[config.mk]
export PLATFORM = sky130hd
export DESIGN_NAME = mod_mem_arbiter
export DESIGN_NICKNAME = d
export VERILOG_FILES = /design/src/rtl/mod_mem_arbiter.sv
export SDC_FILE = /design/constraint.sdc
export NUM_CORES = 2
export LEC_CHECK = 0
export CORE_AREA = 4 4 527 529
export DETAILED_ROUTE_END_ITERATION = 10
export DIE_AREA = 0 0 531 533
export PLACE_DENSITY_LB_ADDON = 0.1
export SLEW_MARGIN = 10
export SYNTH_ARGS = -nofsm -noshare
export SYNTH_HDL_FRONTEND = slang
export SYNTH_SLANG_ARGS = --single-unit
[constraint.sdc]
create_clock -name clk -period 25 [get_ports clk]
set_clock_uncertainty 0.2 [all_clocks]
set_input_delay 2.5 -clock clk [delete_from_list [all_inputs] [get_ports clk]]
set_output_delay 2.5 -clock clk [all_outputs]
set_load 0.1 [all_outputs]
[src/rtl/mod_mem_arbiter.sv]
// mod_mem_arbiter: round-robin line-fill arbiter sharing one memory bus between I$ and D$,
// assembling the returned bus beats into one cache block per response.
module mod_mem_arbiter #(
  parameter int WORDSIZE = 64,
  parameter int LOGWIDTH = 6,
  parameter int TAGWIDTH = 13
) (
  input  logic                      clk,
  input  logic                      reset,
  input  logic                      ic_reqcyc,
  input  logic [63:0]               ic_req,
  input  logic [TAGWIDTH-1:0]       ic_reqtag,
  output logic                      ic_reqack,
  output logic                      ic_respcyc,
  output logic [(8<<LOGWIDTH)-1:0]  ic_resp,
  output logic [TAGWIDTH-1:0]       ic_resptag,
  input  logic                      ic_respack,
  input  logic                      dc_reqcyc,
  input  logic [63:0]               dc_req,
  input  logic [TAGWIDTH-1:0]       dc_reqtag,
  output logic                      dc_reqack,
  output logic                      dc_respcyc,
  output logic [(8<<LOGWIDTH)-1:0]  dc_resp,
  output logic [TAGWIDTH-1:0]       dc_resptag,
  input  logic                      dc_respack,
  output logic                      bus_reqcyc,
  output logic [63:0]               bus_req,
  output logic [TAGWIDTH-1:0]       bus_reqtag,
  input  logic                      bus_reqack,
  input  logic                      bus_respcyc,
  input  logic [WORDSIZE-1:0]       bus_resp,
  input  logic [TAGWIDTH-1:0]       bus_resptag,
  output logic                      bus_respack
);
  localparam int BLK   = 8 << LOGWIDTH;
  localparam int BEATS = BLK / WORDSIZE;
  localparam int CW    = $clog2(BEATS);
  localparam logic [1:0] S_IDLE    = 2'd0;
  localparam logic [1:0] S_BUS_REQ = 2'd1;
  localparam logic [1:0] S_WAIT    = 2'd2;
  localparam logic [1:0] S_DELIVER = 2'd3;
  logic [1:0]          r_state;
  logic                r_own_dc;
  logic                r_last_dc;
  logic [63:0]         r_addr;
  logic [TAGWIDTH-1:0] r_tag;
  logic [CW-1:0]       r_cnt;
  logic [BLK-1:0]      r_block;
  logic                r_ic_reqack;
  logic                r_dc_reqack;
  logic                w_gnt_ic;
  logic                w_beat_ok;
  logic                w_respack;
  logic                w_deliver;
  // On a tie the requester that did not win last time is served.
  assign w_gnt_ic  = ic_reqcyc & (~dc_reqcyc | r_last_dc);
  assign w_beat_ok = (r_state == S_WAIT) & bus_respcyc & (bus_resptag == r_tag);
  assign w_respack = r_own_dc ? dc_respack : ic_respack;
  assign w_deliver = r_state == S_DELIVER;
  always_ff @(posedge clk or posedge reset) begin
    if (reset) begin
      r_state     <= S_IDLE;
      r_own_dc    <= 1'b0;
      r_last_dc   <= 1'b1;
      r_addr      <= '0;
      r_tag       <= '0;
      r_cnt       <= '0;
      r_block     <= '0;
      r_ic_reqack <= 1'b0;
      r_dc_reqack <= 1'b0;
    end else begin
      r_ic_reqack <= 1'b0;
      r_dc_reqack <= 1'b0;
      case (r_state)
        S_IDLE: if (ic_reqcyc | dc_reqcyc) begin
          r_own_dc    <= ~w_gnt_ic;
          r_last_dc   <= ~w_gnt_ic;
          r_addr      <= w_gnt_ic ? ic_req : dc_req;
          r_tag       <= w_gnt_ic ? ic_reqtag : dc_reqtag;
          r_ic_reqack <= w_gnt_ic;
          r_dc_reqack <= ~w_gnt_ic;
          r_state     <= S_BUS_REQ;
        end
        S_BUS_REQ: if (bus_reqack) begin
          r_cnt   <= '0;
          r_state <= S_WAIT;
        end
        S_WAIT: if (w_beat_ok) begin
          r_block[r_cnt*WORDSIZE +: WORDSIZE] <= bus_resp;
          r_cnt <= r_cnt + 1'b1;
          if (r_cnt == CW'(BEATS-1)) r_state <= S_DELIVER;
        end
        S_DELIVER: if (w_respack) r_state <= S_IDLE;
        default: r_state <= S_IDLE;
      endcase
    end
  end
  assign ic_reqack   = r_ic_reqack;
  assign dc_reqack   = r_dc_reqack;
  assign ic_respcyc  = w_deliver & ~r_own_dc;
  assign dc_respcyc  = w_deliver & r_own_dc;
  assign ic_resp     = ic_respcyc ? r_block : '0;
  assign dc_resp     = dc_respcyc ? r_block : '0;
  assign ic_resptag  = ic_respcyc ? r_tag : '0;
  assign dc_resptag  = dc_respcyc ? r_tag : '0;
  assign bus_reqcyc  = r_state == S_BUS_REQ;
  assign bus_req     = r_addr;
  assign bus_reqtag  = r_tag;
  assign bus_respack = (r_state == S_WAIT) & bus_respcyc;
endmodule

==> impl_metrics.toml <==
[detailed_routing]
drc = 0
wl_met1_um = 90900
drt_iter0_drc = 1164
via_per_inst = 3.56
route.met2.wl_um = 105000
routed_wl_um = 218000
first_pass_iters = 5
vias = 27999
wl_met3_um = 16200
antenna_left = 0
dr.max_layer_used = "met5"
wl_per_cell_um = 27.8

[critical_path]
arrival_ns = 5.69
r2r_end = "r_block[256]"
crit_chain = "ha_4, nor2b_4, buf_4, buf_4, buf_4, and2_1, clkdlybuf4s50_1"
max_stage_delay_ns = 1.20
rr_startpoint = "r_cnt[0]"
end_kind = "primary output"
worst-r2r-cell-count = 7
crit_start = "r_state[0]"
rrSetupSlack_ns = 20.22
path_class = "flop to primary output"
crit_path_top_delay_cell = "clkdlybuf4s50_1"
worst_ep_required_time_ns = 22.30
startpoint_type = "flop"
critical_path.most_common_cell = "buf_4"
path_max_fanout = 108

[finish]
final_cells = 7858
syn_to_final_growth_pct = 63.9
final_core_util_pct = 19.2
nFillCells = 30096
final_nets = 4424
final_layout_size_suffix_gt1_share_pct = 18.0
final_area_um2 = 52300

[global_routing]
track_usage_pct = 14.9
grt_antenna_before_repair = 56
grt-ovfl-total = 0
first_global_vias = 29813
grt_max_degree = 167
grt_pass1_wl_um = 289000

[logic_synthesis]
synthesis.area_um2 = 31900
synth.distinct_cells = 35
ys_ff_latch = 598
synthArstFlopShare_pct = 100
synth_edf_count = 0
yosys-top-cells-area = "dfrtp_1, mux2_2, and2_1, and3_1, clkbuf_1"
synthesis.nets = 3190
synth_seq_area_share_pct = 46.9
syn_inst = 2940
synth_warnings = 0
syn_area_per_cell_um2 = 10.8
synth_top_cell_by_area = "dfrtp_1"
synth_largest_type_area_fraction_pct = 46.8
ys.flop_type = "dfrtp_1"

[cts]
path_clk_slew_ns = 0.06
cts_tree = "yes"
cts_htree_levels = 3
clkLatencyLatePin_ns = 0.71
ctsHoldBuffers = 0
postCtsResizedCells = 0
cts_root_buffer = "clkbuf_16"
clk_path_buf_depth = 3
clock_sinks = 598
cts_buffers = 85
post-cts-setup-buffer-count = 0

[placed_design]
dp_hpwl_um = 168000
placed_cells = 7676
place_area_um2 = 49400
port_buffers = 1371
gp_congestion = 0.757

[sta]
max_freq_ghz = 0.119
drv_slew = 0
hold_viol = 0
tightestPinTransition_ns = 1.30
min_period_ns = 8.39
relSlewSlack_pct = 13.6
finalCritPeriodShare_pct = 33.6
finalSetupTns_ns = 0
rsz0062_at_grt = "false"
setup_violations = 0

[min_path]
whs_endpoint = "bus_req[41]"
min_from = "bus_req[41]"
hold_depth = 2
min_path_type = "flop to flop"

[outcome]
outcome = "finished, final reports clean"

[die]
rows = 192
start_util_pct = 11.7
die_y_um = 533
dieArea_um2 = 283000
io_pins = 1372
die_width_um = 531
coreArea_um2 = 273000

[flow_run]
drv_cap = 0

[pwr]
peakVddDrop_mv = 0.0810
p_leak_nw = 24.0
power_mw = 3.63
powerDensity_nw_per_um2 = 69.5
## cell families (layout without fill, tap and decap cells)
| kind of cell | after synthesis | count (layout) | share of synthesized area (%) |
|---|---|---|---|
| AND/OR/NAND/NOR | 1352 | 1352 | 25.9 |
| flip-flops | 598 | 598 | 46.9 |
| multiplexers | 592 | 592 | 21.3 |
| buffers and inverters | 286 | 1580 | 3.64 |
| AO/OA/AOI/OAI | 88 | 88 | 1.45 |
| XOR/XNOR | 13 | 13 | 0.357 |
| adder cells (fa/ha/maj) | 11 | 11 | 0.432 |
| other | 0 | 35 | 0 |
## state kept, by name, summed over array words and instances (netlist names)
register,count
r_state,2
r_block,512
r_own_dc,1
r_last_dc,1
r_cnt,3
dc_reqack,1
ic_reqack,1
bus_req,64
bus_reqtag,13
## worst max path at each step
stage	end	slack (ns)
after detailed placement	ic_resp[478]	17.23
after CTS	ic_resp[478]	16.43
final	ic_resp[164]	16.61
after global placement	ic_resp[478]	17.28
after floorplan	bus_req[0]	5.56
after global routing	ic_resp[478]	16.18
## per-stage QoR
stage | worst slack (ns) | hold WS (ns)
2_1_floorplan | 5.56 | 0.246
3_3_place_gp | 17.28 | 0.262
3_5_place_dp | 17.23 | 0.270
4_1_cts | 16.43 | 0.283
5_1_grt | 16.18 | 0.295
6_report | 16.61 | 0.277
## layout make-up
cell class / count / area [um2] / area share [%]
clock inverter: 19 / 303 / 0.579
clock buffer: 128 / 2480 / 4.74
tap: 3589 / 4490 / 8.59
timing repair buffer: 1424 / 14000 / 26.8
multi-input combinational: 2056 / 15900 / 30.4
antenna: 35 / 87.6 / 0.168
sequential: 598 / 15000 / 28.6
inverter: 9 / 41.3 / 0.0790
## Yosys cell counts (7+ instances only)
library cell  number
and2_1           687
and3_1           558
buf_1              7
buf_2             16
clkbuf_1         242
dfrtp_1          597
ha_1              11
inv_1              9
mux2_2           454
mux2_4            60
mux2i_1           78
nand2_1           84
o21ai_0           79
xnor2_1           13
## per-layer routing
layer  vias up  global-route usage (%)
li1      12593                       -
met1     14111                    18.2
met2      1108                    25.5
met3       173                    4.20
met4        14                    4.09
met5         -                       0
## cell usage in the layout, fill, tap and decap left out, drive strengths merged, types with 2 or more instances in the layout
cell           Yosys  layout
nor4b              3       3
o21ai             79      79
clkinv             0       8
xnor2             13      13
ha                11      11
nor2               5       5
nor4               2       2
diode              0      35
dfrtp            597     597
inv                9      13
mux2             514     514
and2             687     687
mux2i             78      78
buf               35     104
bufinv             0       5
clkbuf           242     128
a22o               2       2
nand4              4       4
clkdlybuf4s50      0    1320
nand2             84      84
clkinvlp           0       2
and3             558     558
a21oi              3       3
nor3               3       3
## report_power, final
| group | switching, mW | total (mW) | internal [mW] |
|---|---|---|---|
| logic | 1.04 | 1.28 | 0.239 |
| clock network | 0.508 | 1.24 | 0.737 |
| registers | 0.0729 | 1.11 | 1.04 |
## critical path, delay by kind of cell (launching register included)
family	cells	cell delay, ns
fa+ha+maj	1	0.63
simple gates	2	0.52
flops	1	0.45
buf+inv	4	3.19
(Power assumes the default switching activity.)
